[src/rtl/hs32_prefetch_if.sv]
// ============================================================================
// Module  : hs32_prefetch_if
// Brief   : Arbiter and decode bus bundle for the hs32 instruction prefetch queue.
// Revision: 1.0 - initial release
// ============================================================================
`default_nettype none

interface hs32_prefetch_if #(
  parameter int DATA_W = 32,
  parameter int ADDR_W = 32
);
  logic [ADDR_W-1:0] addr;
  logic [DATA_W-1:0] dtr;
  logic              reqm;
  logic              rdym;
  logic [DATA_W-1:0] instd;
  logic [ADDR_W-1:0] pcd;
  logic              reqd;
  logic              rdyd;
  logic [ADDR_W-1:0] newpc;
  logic              flush;

  modport master (
    output addr, reqm, instd, pcd, rdyd,
    input  dtr, rdym, reqd, newpc, flush
  );

  modport slave (
    input  addr, reqm, instd, pcd, rdyd,
    output dtr, rdym, reqd, newpc, flush
  );
endinterface

`default_nettype wire

[src/rtl/hs32_prefetch.sv]
// ============================================================================
// Module  : hs32_prefetch
// Brief   : DEPTH-entry instruction prefetch FIFO with flush/drain handling.
//           Optional same-cycle fetch bypass enabled by macro FETCH_BYPASS_EN.
// Revision: 1.0 - initial release
// ============================================================================
`default_nettype none

module hs32_prefetch #(
  parameter int                DATA_W   = 32,
  parameter int                ADDR_W   = 32,
  parameter int                DEPTH    = 4,
  parameter logic [ADDR_W-1:0] RESET_PC = '0
) (
  input  logic                 clk,
  input  logic                 rstn,
  hs32_prefetch_if.master      bus
);
  localparam int                PTR_W   = $clog2(DEPTH) + 1;
  localparam int                IDX_W   = $clog2(DEPTH);
  localparam logic [PTR_W-1:0]  DEPTH_P = PTR_W'(DEPTH);
  localparam logic [PTR_W-1:0]  PTR_ONE = PTR_W'(1);
  localparam logic [ADDR_W-1:0] PC_STEP = ADDR_W'(DATA_W / 8);

  typedef enum logic [0:0] {
    RUN   = 1'b0,
    DRAIN = 1'b1
  } state_t;

  state_t            state, state_next;
  logic [ADDR_W-1:0] pc, pc_next;
  logic [ADDR_W-1:0] pend_pc, pend_pc_next;
  logic [PTR_W-1:0]  wp, wp_next;
  logic [PTR_W-1:0]  rp, rp_next;
  logic [PTR_W-1:0]  fill;
  logic [DATA_W-1:0] q_data [DEPTH];
  logic [ADDR_W-1:0] q_pc   [DEPTH];
  logic              full;
  logic              head_valid;
  logic              beat;
  logic              push;
  logic              pop;
  logic              bypass_hit;
  logic              bypass_take;

  assign fill       = wp - rp;
  assign full       = (fill == DEPTH_P);
  assign head_valid = (fill != '0) && (state == RUN);

  // In DRAIN the old pc is still on the bus, so addr stays put until rdym.
  assign bus.reqm = (state == DRAIN) || !full;
  assign bus.addr = pc;
  assign beat     = bus.reqm && bus.rdym;

`ifdef FETCH_BYPASS_EN
  assign bypass_hit  = (state == RUN) && (fill == '0) && beat && !bus.flush;
  assign bypass_take = bypass_hit && bus.reqd;
  assign bus.rdyd    = head_valid || bypass_hit;
  assign bus.instd   = bypass_hit ? bus.dtr  : q_data[rp[IDX_W-1:0]];
  assign bus.pcd     = bypass_hit ? bus.addr : q_pc[rp[IDX_W-1:0]];
`else
  assign bypass_hit  = 1'b0;
  assign bypass_take = 1'b0;
  assign bus.rdyd    = head_valid;
  assign bus.instd   = q_data[rp[IDX_W-1:0]];
  assign bus.pcd     = q_pc[rp[IDX_W-1:0]];
`endif

  always_ff @(posedge clk or negedge rstn) begin
    if (!rstn) begin
      state <= RUN;
    end else begin
      state <= state_next;
    end
  end

  always_comb begin
    state_next   = state;
    pc_next      = pc;
    pend_pc_next = pend_pc;
    wp_next      = wp;
    rp_next      = rp;
    push         = 1'b0;
    pop          = 1'b0;
    case (state)
      RUN: begin
        if (bus.flush) begin
          wp_next = '0;
          rp_next = '0;
          // A beat still in flight must be retired before the bus may move on.
          if (bus.reqm && !bus.rdym) begin
            state_next   = DRAIN;
            pend_pc_next = bus.newpc;
          end else begin
            pc_next = bus.newpc;
          end
        end else begin
          push = beat && !bypass_take;
          pop  = head_valid && bus.reqd;
          if (beat) pc_next = pc + PC_STEP;
          if (push) wp_next = wp + PTR_ONE;
          if (pop)  rp_next = rp + PTR_ONE;
        end
      end
      DRAIN: begin
        if (bus.flush) pend_pc_next = bus.newpc;
        if (bus.rdym) begin
          pc_next    = bus.flush ? bus.newpc : pend_pc;
          state_next = RUN;
        end
      end
      default: state_next = RUN;
    endcase
  end

  always_ff @(posedge clk or negedge rstn) begin
    if (!rstn) begin
      pc      <= RESET_PC;
      pend_pc <= RESET_PC;
      wp      <= '0;
      rp      <= '0;
    end else begin
      pc      <= pc_next;
      pend_pc <= pend_pc_next;
      wp      <= wp_next;
      rp      <= rp_next;
    end
  end

  always_ff @(posedge clk or negedge rstn) begin
    if (!rstn) begin
      for (int i = 0; i < DEPTH; i++) begin
        q_data[i] <= '0;
        q_pc[i]   <= '0;
      end
    end else if (push) begin
      q_data[wp[IDX_W-1:0]] <= bus.dtr;
      q_pc[wp[IDX_W-1:0]]   <= pc;
    end
  end
endmodule

`default_nettype wire

[src/flat_wrapper.sv]
// flat-port wrapper written by rule: the top's interface ports become plain ports
module hs32_prefetch_flat 
#(
  parameter int                DATA_W   = 32,
  parameter int                ADDR_W   = 32,
  parameter int                DEPTH    = 4,
  parameter logic [ADDR_W-1:0] RESET_PC = '0
)
  (clk, rstn, bus_addr, bus_reqm, bus_instd, bus_pcd, bus_rdyd, bus_dtr, bus_rdym, bus_reqd, bus_newpc, bus_flush);
  hs32_prefetch_if #(.DATA_W(DATA_W), .ADDR_W(ADDR_W)) bus_i ();
  input  logic clk;
  input  logic rstn;
  output wire logic [$bits(bus_i.addr)-1:0] bus_addr;
  output wire logic [$bits(bus_i.reqm)-1:0] bus_reqm;
  output wire logic [$bits(bus_i.instd)-1:0] bus_instd;
  output wire logic [$bits(bus_i.pcd)-1:0] bus_pcd;
  output wire logic [$bits(bus_i.rdyd)-1:0] bus_rdyd;
  input wire logic [$bits(bus_i.dtr)-1:0] bus_dtr;
  input wire logic [$bits(bus_i.rdym)-1:0] bus_rdym;
  input wire logic [$bits(bus_i.reqd)-1:0] bus_reqd;
  input wire logic [$bits(bus_i.newpc)-1:0] bus_newpc;
  input wire logic [$bits(bus_i.flush)-1:0] bus_flush;
  assign bus_addr = bus_i.addr;
  assign bus_reqm = bus_i.reqm;
  assign bus_instd = bus_i.instd;
  assign bus_pcd = bus_i.pcd;
  assign bus_rdyd = bus_i.rdyd;
  assign bus_i.dtr = bus_dtr;
  assign bus_i.rdym = bus_rdym;
  assign bus_i.reqd = bus_reqd;
  assign bus_i.newpc = bus_newpc;
  assign bus_i.flush = bus_flush;
  hs32_prefetch #(.DATA_W(DATA_W), .ADDR_W(ADDR_W), .DEPTH(DEPTH), .RESET_PC(RESET_PC)) u_core (.clk(clk), .rstn(rstn), .bus(bus_i));
endmodule
[config.mk]
export PLATFORM = sky130hd
export DESIGN_NAME = hs32_prefetch_flat
export DESIGN_NICKNAME = d
export VERILOG_FILES = /design/src/rtl/hs32_prefetch_if.sv /design/src/rtl/hs32_prefetch.sv /design/src/flat_wrapper.sv
export SDC_FILE = /design/constraint.sdc
export NUM_CORES = 1
export LEC_CHECK = 0
export CORE_MARGIN = 1
export CORE_UTILIZATION = 30
export DETAILED_ROUTE_END_ITERATION = 6
export GPL_TIMING_DRIVEN = 0
export MAX_ROUTING_LAYER = met4
export PLACE_DENSITY = 0.56
export SLEW_MARGIN = 20
export SYNTH_ARGS = -nofsm -noshare
export SYNTH_HDL_FRONTEND = slang
export SYNTH_SLANG_ARGS = --single-unit
[constraint.sdc]
create_clock -name clk -period 2.7 [get_ports clk]
set_clock_uncertainty 0.2 [all_clocks]
set_input_delay 0.54 -clock clk [delete_from_list [all_inputs] [get_ports clk]]
set_output_delay 0.54 -clock clk [all_outputs]
set_load 0.01 [all_outputs]
==> impl_metrics.tcl, run 1 <==
set metrics [dict create \
    grt_pass1_vias 10700 \
    cts_tree "done" \
    htreeDepth 2 \
    drc_errors 0 \
    slew_headroom_pct 49.0 \
    fp-row-count 82 \
    maxCapViolations 0 \
    regArea_um2 8190 \
    viasPerCell 5.08 \
    syn_area_um2 15200 \
    die_h_um 227 \
    grt_start_max_net_pins 96 \
    synth_nets 1132 \
    synth_area_per_cell_um2 14.4 \
    cp.required_ns 1.96 \
    yosysUniqueCellTypes 59 \
    cts_buffer_depth 3 \
    critPathMaxFanout 5 \
    path_clk_slew_ns 0.06 \
    layout.nets 1386 \
    fillerInstances 4650 \
    synth_edf_count 0 \
    cts_root_buf "clkbuf_16" \
    drt-total-wl_um 43900 \
    placed_cells 1897 \
    synthTopCellsByArea "dfrtp_1 (54%), mux2_2 (19%), mux4_2 (9.5%), mux2_4 (1.7%), buf_6 (1.3%)" \
    r2r_end "u_core.pend_pc[6]$_DFFE_PN0P_" \
    ys_seq_area_share_pct 53.7 \
    rrSetupSlack_ns 0 \
    cp.arrival_ns 2.11 \
    port_buffers 166 \
    drive_gt1_share_pct 45.7 \
    rsz0062_at_grt "true" \
    design_area_um2 20100 \
    worstHoldStart "u_core.q_pc[16]$_DFFE_PN0P_" \
    clk_latency_ns 0.55 \
    fp.dieW_um 227 \
    ioPinCount 167 \
    synth_async_sr_flop_share_pct 100 \
    worstSetupEndpointType "primary output" \
    holdCritPathClass "reg -> reg" \
    finalMaxSlewViolations 0 \
    multiInputGateArea_um2 6690 \
    n_antenna_cell 0 \
    min_path_cells 2 \
    grt_usage_pct 17.8 \
    power_leakage_uw 0.00873 \
    yosysWarnings 0 \
    place_hpwl_um 29200 \
    startpoint_type "register" \
    status "finished, violations left" \
    core_um2 50200 \
    setup_ws_ns -0.151 \
    netlist.area_leader.share_pct 53.7 \
    yosysTopAreaCell "dfrtp_1" \
    fmax_ghz 0.351 \
    ant_nets 0 \
    r2r_start "u_core.rp[1]$_DFFE_PN0P_" \
    final-hold-violation-count 0 \
    drtIter0Drc 719 \
    ff2ff_path_depth 11 \
    fin_crit_sh_pct 106 \
    p_total_uw 25400 \
    worstMarginPinSlew_ns 0.765 \
    grt_pass1_wl_um 66400 \
    p_per_area_nw_per_um2 1260 \
    whs_endpoint "u_core.q_pc[16]$_DFFE_PN0P_" \
    cts.sinks 327 \
    yosysMostFrequentCell "dfrtp_1" \
    place_congestion 0.839 \
    holdWs_ns 0.283 \
    finalSetupViolCount 70 \
    post_drt_wl_per_cell_um 21.8 \
    dieArea_um2 51700 \
    ys_seq_elements 327 \
    netlist_instances 1055 \
    drtPass1Iterations 7 \
    dp_slack_ns -1.29 \
    route.vias.total 10200 \
    synth_ff_type "dfrtp_1" \
    start_util_pct 30.4 \
    antenna_found_initial 2 \
    critical_path_class "reg -> out" \
    overflow 0 \
    fin_cells 2012 \
    area_delta_synth_final_pct 31.9 \
    fin_crit_ns 2.85 \
    place_area_um2 17800 \
    synthTopCellsByCount "dfrtp_1 (327), mux2_2 (258), mux4_2 (64)" \
    irDropWorstVdd_v 0.000487 \
    failed_checks "setup timing" \
    cts_buffers 40 \
]
[layout make-up]
type	count	area share, %
sequential	327	40.7
multi-input combinational	628	33.3
timing repair buffer	215	11.6
clock buffer	55	5.71
tap	672	4.18
buffer	75	3.17
clock inverter	18	0.940
inverter	22	0.448
[worst max-delay path: stages (launching register included)]
cell and delay (ns):
dfrtp_2 0.41, buf_8 0.15, buf_6 0.13, buf_12 0.12
buf_6 0.09, mux4_2 0.50, buf_6 0.14
[through the flow]
step | util [%] | TNS [ns]
floorplan | - | 0
global placement | 35.4 | -4808.02
detailed placement | 35.6 | -387.96
CTS | 39.8 | -14.20
global route | 40.1 | -11.86
finish | 40.1 | -6.86
[how the worst max path moves through the flow]
| stage | start | to | cells after the start |
|---|---|---|---|
| floorplan | u_core.rp[1]$_DFFE_PN0P_ | u_core.q_data[63]$_DFFE_PN0P_ | 9 |
| global placement | rstn | u_core.q_data[27]$_DFFE_PN0P_ | 1 |
| detailed placement | u_core.rp[1]$_DFFE_PN0P_ | u_core.q_pc[9]$_DFFE_PN0P_ | 8 |
| CTS | u_core.rp[0]$_DFFE_PN0P_ | bus_instd[9] | 6 |
| global route | u_core.rp[0]$_DFFE_PN0P_ | bus_pcd[19] | 6 |
| finish | u_core.rp[0]$_DFFE_PN0P_ | bus_pcd[24] | 6 |
[registers in the layout, indices dropped and copies added, names as in the netlist]
name and flops:
u_core.bus.addr 32, u_core.pend_pc 32, u_core.q_data 128, u_core.q_pc 128
u_core.rp 3, u_core.state 1, u_core.wp 3
[power by group]
| part | total, uW | leakage, uW | internal (uW) | switching, uW |
|---|---|---|---|---|
| Sequential | 8470 | 0.00412 | 7040 | 1430 |
| Combinational | 11500 | 0.00395 | 6690 | 4830 |
| Clock | 5450 | 0.000659 | 3280 | 2170 |
[layout by cell type, fill, tap and decap left out, drive strengths merged, types with 7 or more instances in the layout]
cell type / Yosys / routed
a21oi: 16 / 16
a222oi: 7 / 7
a22o: 16 / 16
a22oi: 11 / 11
a31oi: 9 / 9
buf: 44 / 157
clkbuf: 34 / 88
clkdlybuf4s50: 0 / 99
clkinv: 0 / 11
dfrtp: 327 / 327
ha: 8 / 8
inv: 22 / 24
mux2: 276 / 276
mux4: 64 / 64
nand2: 43 / 43
nand3: 23 / 23
nand4: 8 / 8
nor2: 23 / 23
nor4: 7 / 7
o21ai: 30 / 30
o22ai: 13 / 13
o2bb2ai: 12 / 12
[kinds of logic (layout without fill, tap and decap cells)]
family	Yosys count	after routing	synth area share, %
compound gates	143	143	6.79
xor+xnor	4	4	0.328
fa+ha+maj	8	8	0.657
buf+inv	100	385	3.58
flops	327	327	53.7
mux	345	345	30.6
simple gates	128	128	4.37
[per-layer routing]
metal / track usage, % / wire (um)
met5: - / 0
met2: 26.2 / 20000
met3: 3.28 / 2350
met1: 24.8 / 20600
met4: 5.35 / 1010
[what timing repair did]
action                                 4_1_cts  5_1_grt
pin swaps                                    8        3
endpoints found under the hold margin       44        0
setup endpoints to repair                  393      114
gates resized for setup                    409       39
setup buffers                               33        8
hold buffers                                 1        0
cloned                                       5        1
No activity file was read; power rests on OpenSTA's default activity.
==> run 2, diff against run 1 <==
--- a/config.mk
+++ b/config.mk
@@ -5,12 +5,13 @@
 export SDC_FILE = /design/constraint.sdc
 export NUM_CORES = 1
 export LEC_CHECK = 0
-export CORE_MARGIN = 1
+export ABC_AREA = 1
+export CORE_MARGIN = 2
 export CORE_UTILIZATION = 30
 export DETAILED_ROUTE_END_ITERATION = 6
 export GPL_TIMING_DRIVEN = 0
 export MAX_ROUTING_LAYER = met4
-export PLACE_DENSITY = 0.56
+export PLACE_DENSITY = 0.54
 export SLEW_MARGIN = 20
 export SYNTH_ARGS = -nofsm -noshare
 export SYNTH_HDL_FRONTEND = slang
==> constraint.sdc (replaced) <==
create_clock -name clk -period 3.2 [get_ports clk]
set_clock_uncertainty 0.2 [all_clocks]
set_input_delay 0.64 -clock clk [delete_from_list [all_inputs] [get_ports clk]]
set_output_delay 0.64 -clock clk [all_outputs]
set_load 0.01 [all_outputs]
==> run 2 against run 1 <==
Critical path type unchanged; critical endpoint is now bus_pcd[16]; sequential share of layout area fell by 0.61 points; hold slack got worse by 0.0095 ns; wire length rose by 25%; the run now ends clean; largest cell class unchanged.
==> impl_metrics.tcl, run 2 <==
set metrics [dict create \
    fillerInstances 5466 \
    synth_ff_type "dfrtp_1" \
    cts_root_buf "clkbuf_16" \
    holdCritPathClass "reg -> reg" \
    yosysTopAreaCell "dfrtp_1" \
    start_util_pct 30.2 \
    drc_errors 0 \
    layout.nets 2239 \
    synthAdderAreaFrac_pct 0.617 \
    seqPwrFrac_pct 35.3 \
    cp.buffers_inverters 3 \
    dieArea_um2 56000 \
    route.vias.total 14500 \
    cts_buffers 38 \
    area_delta_synth_final_pct 25.7 \
    r2r_end "u_core.pend_pc[25]$_DFFE_PN0P_" \
    synthTopCellsByArea "dfrtp_1 (50%), nand2_1 (11%), o21ai_0 (5.7%), o21ai_1 (5.1%), nor2_1 (5.0%)" \
    drtIter0Drc 1121 \
    core_um2 53700 \
    synthXorXnorAreaFrac_pct 0.216 \
    syn_area_um2 16200 \
    ys_seq_area_share_pct 50.4 \
    slowest_delay_ns 0.45 \
    status "completed" \
    wl_met2_um 25900 \
    worstHoldStart "u_core.q_pc[57]$_DFFE_PN0P_" \
    synth_nets 2023 \
    grt_pass1_vias 15000 \
    fp-row-count 85 \
    dp_slack_ns -0.844 \
    place_congestion 0.881 \
    cp.arrival_ns 2.33 \
    htreeDepth 2 \
    drt-total-wl_um 54900 \
    path_clk_slew_ns 0.06 \
    grt_usage_pct 20.3 \
    n_antenna_cell 0 \
    synthTopCellsByCount "nand2_1 (463), dfrtp_1 (327), nor2_1 (217)" \
    cts_buffer_depth 3 \
    design_area_um2 20400 \
    grt_start_max_net_pins 93 \
    critPathSlowestCell "clkbuf_1" \
    netlist_instances 1946 \
    finalSetupViolCount 0 \
    fmax_ghz 0.315 \
    multiInputGateArea_um2 6820 \
    viasPerCell 5.03 \
    critical_path_class "reg -> out" \
    die_h_um 237 \
    final_cell_mix "nand2_1 (463), dfrtp_1 (326), nor2_1 (217)" \
    reg_top3 "u_core.q_data: 128 flops, u_core.q_pc: 128 flops" \
    cts.sinks 327 \
    regArea_um2 8180 \
    yosysWarnings 0 \
    cts_tree "done" \
    post_drt_wl_per_cell_um 19.0 \
    rsz0062_at_grt "true" \
    synth_area_per_cell_um2 8.34 \
    worstSetupEndpointType "primary output" \
    layout_commonest_cell "nand2_1" \
    fin_cells 2883 \
    fin_crit_ns 3.17 \
    topRoutingLayerUsed "met4" \
    power_leakage_uw 0.00963 \
    setup_ws_ns 0.0290 \
    synth_top_family_by_area "compound AO/OA/AOI/OAI gates" \
    synth_edf_count 0 \
    startpoint_type "register" \
    cp_top_family "buffers and inverters" \
    port_buffers 165 \
    swShare_pct 41.1 \
    placed_cells 2810 \
    synth_async_sr_flop_share_pct 100 \
    clk_latency_ns 0.55 \
    cp.required_ns 2.36 \
    maxCapViolations 0 \
    place_area_um2 18800 \
    finalMaxSlewViolations 0 \
    yosysUniqueCellTypes 36 \
    ff2ff_path_depth 16 \
    worstMarginPinSlew_ns 0.754 \
    drtPass1Iterations 5 \
    r2r_start "u_core.rp[1]$_DFFE_PN0P_" \
    place_hpwl_um 38200 \
    critPathMaxFanout 10 \
    antenna_found_initial 0 \
    slew_headroom_pct 49.6 \
    synthMuxAreaShare_pct 0 \
    p_int_uw 11900 \
    p_clk_share_pct 21.4 \
    overflow 0 \
    p_per_area_nw_per_um2 992 \
    irDropWorstVdd_v 0.000458 \
    ioPinCount 167 \
    whs_endpoint "u_core.q_pc[57]$_DFFE_PN0P_" \
    ant_nets 0 \
    drive_gt1_share_pct 14.3 \
    grt_pass1_wl_um 86700 \
    min_path_cells 2 \
    ys_seq_elements 327 \
    synthSimpleGateAreaFrac_pct 19.1 \
    fin_crit_sh_pct 99.1 \
    met3WireLength_um 2910 \
    fp.dieW_um 237 \
    rrSetupSlack_ns 0.40 \
    yosysMostFrequentCell "nand2_1" \
    final-hold-violation-count 0 \
    met1Wirelength_um 24900 \
    cp_cell_sequence "inv_2 > clkbuf_1 > o21ai_0 > o22ai_2 > clkdlybuf4s15_2" \
    netlist.area_leader.share_pct 50.4 \
    p_sw_uw 8320 \
    p_comb_share_pct 43.3 \
    synth_compound_area_share_pct 21.1 \
]
==> run 2: how the worst max path moves through the flow <==
stage,from,end,cells after the start
6_report,u_core.rp[1]$_DFFE_PN0P_,bus_pcd[16],5
5_1_grt,u_core.rp[0]$_DFFE_PN0P_,bus_instd[23],7
4_1_cts,u_core.rp[1]$_DFFE_PN0P_,bus_rdyd,10
3_5_place_dp,u_core.rp[1]$_DFFE_PN0P_,bus_rdyd,10
3_3_place_gp,rstn,u_core.pend_pc[26]$_DFFE_PN0P_,1
2_1_floorplan,u_core.rp[1]$_DFFE_PN0P_,u_core.q_pc[82]$_DFFE_PN0P_,16
==> run 2: cells by family (layout without fill, tap and decap cells) <==
kind of cell	Yosys count	in the layout
DFF	327	327
adders and majority gates	8	8
buffers and inverters	257	498
xor gates and xnor gates	4	4
and+or+nand+nor	768	768
AOI/OAI and AO/OA	582	582
==> run 2: repair_timing <==
action,CTS,global route
pin swaps,17,6
hold endpoints to repair,73,0
buffers inserted,4,2
hold buffers,1,0
gates cloned,1,0
resized for setup,176,29
setup endpoints to repair,393,30
==> run 2: power groups by stage <==
stage / sequential (uW) / clock [uW] / combinational (uW)
floorplan: 6900 / 0 / 5070
global route: 7380 / 4580 / 9750
global placement: 7140 / 0 / 8730
detailed placement: 7170 / 0 / 8890
CTS: 7120 / 4420 / 8810
finish: 7150 / 4330 / 8760
==> run 2: tightest hold or removal path: stages, from the launching register on <==
cell and delay, ns:
dfrtp_1 0.33, nand2_1 0.06, o21ai_2 0.05
==> run 2: per-layer routing <==
metal	vias up	track usage, %
met5	-	-
met4	0	4.99
met1	7086	26.6
met3	91	3.07
met2	439	32.9
li1	6898	-
==> run 2: final cells by class <==
type / instances / share of cell area, %
plain buffers: 124 / 5.29
clock buffers: 55 / 5.37
clock inverters: 10 / 0.558
multi-input cells: 1362 / 33.4
repair buffers: 176 / 8.50
well taps: 696 / 4.27
inverters: 133 / 2.47
flip-flops and latches: 327 / 40.1
==> run 2: metrics by stage <==
step / hold slack (ns) / util [%] / power, uW / setup TNS, ns
after detailed placement: 0.263 / 35.1 / 16100 / -210.39
after global placement: 0.258 / 34.9 / 15900 / -4563.16
after global routing: 0.291 / 38.0 / 21700 / -0.0330
after CTS: 0.278 / 37.9 / 20300 / -0.0533
after floorplan: 0.144 / - / 12000 / 0
final: 0.273 / 38.0 / 20200 / 0
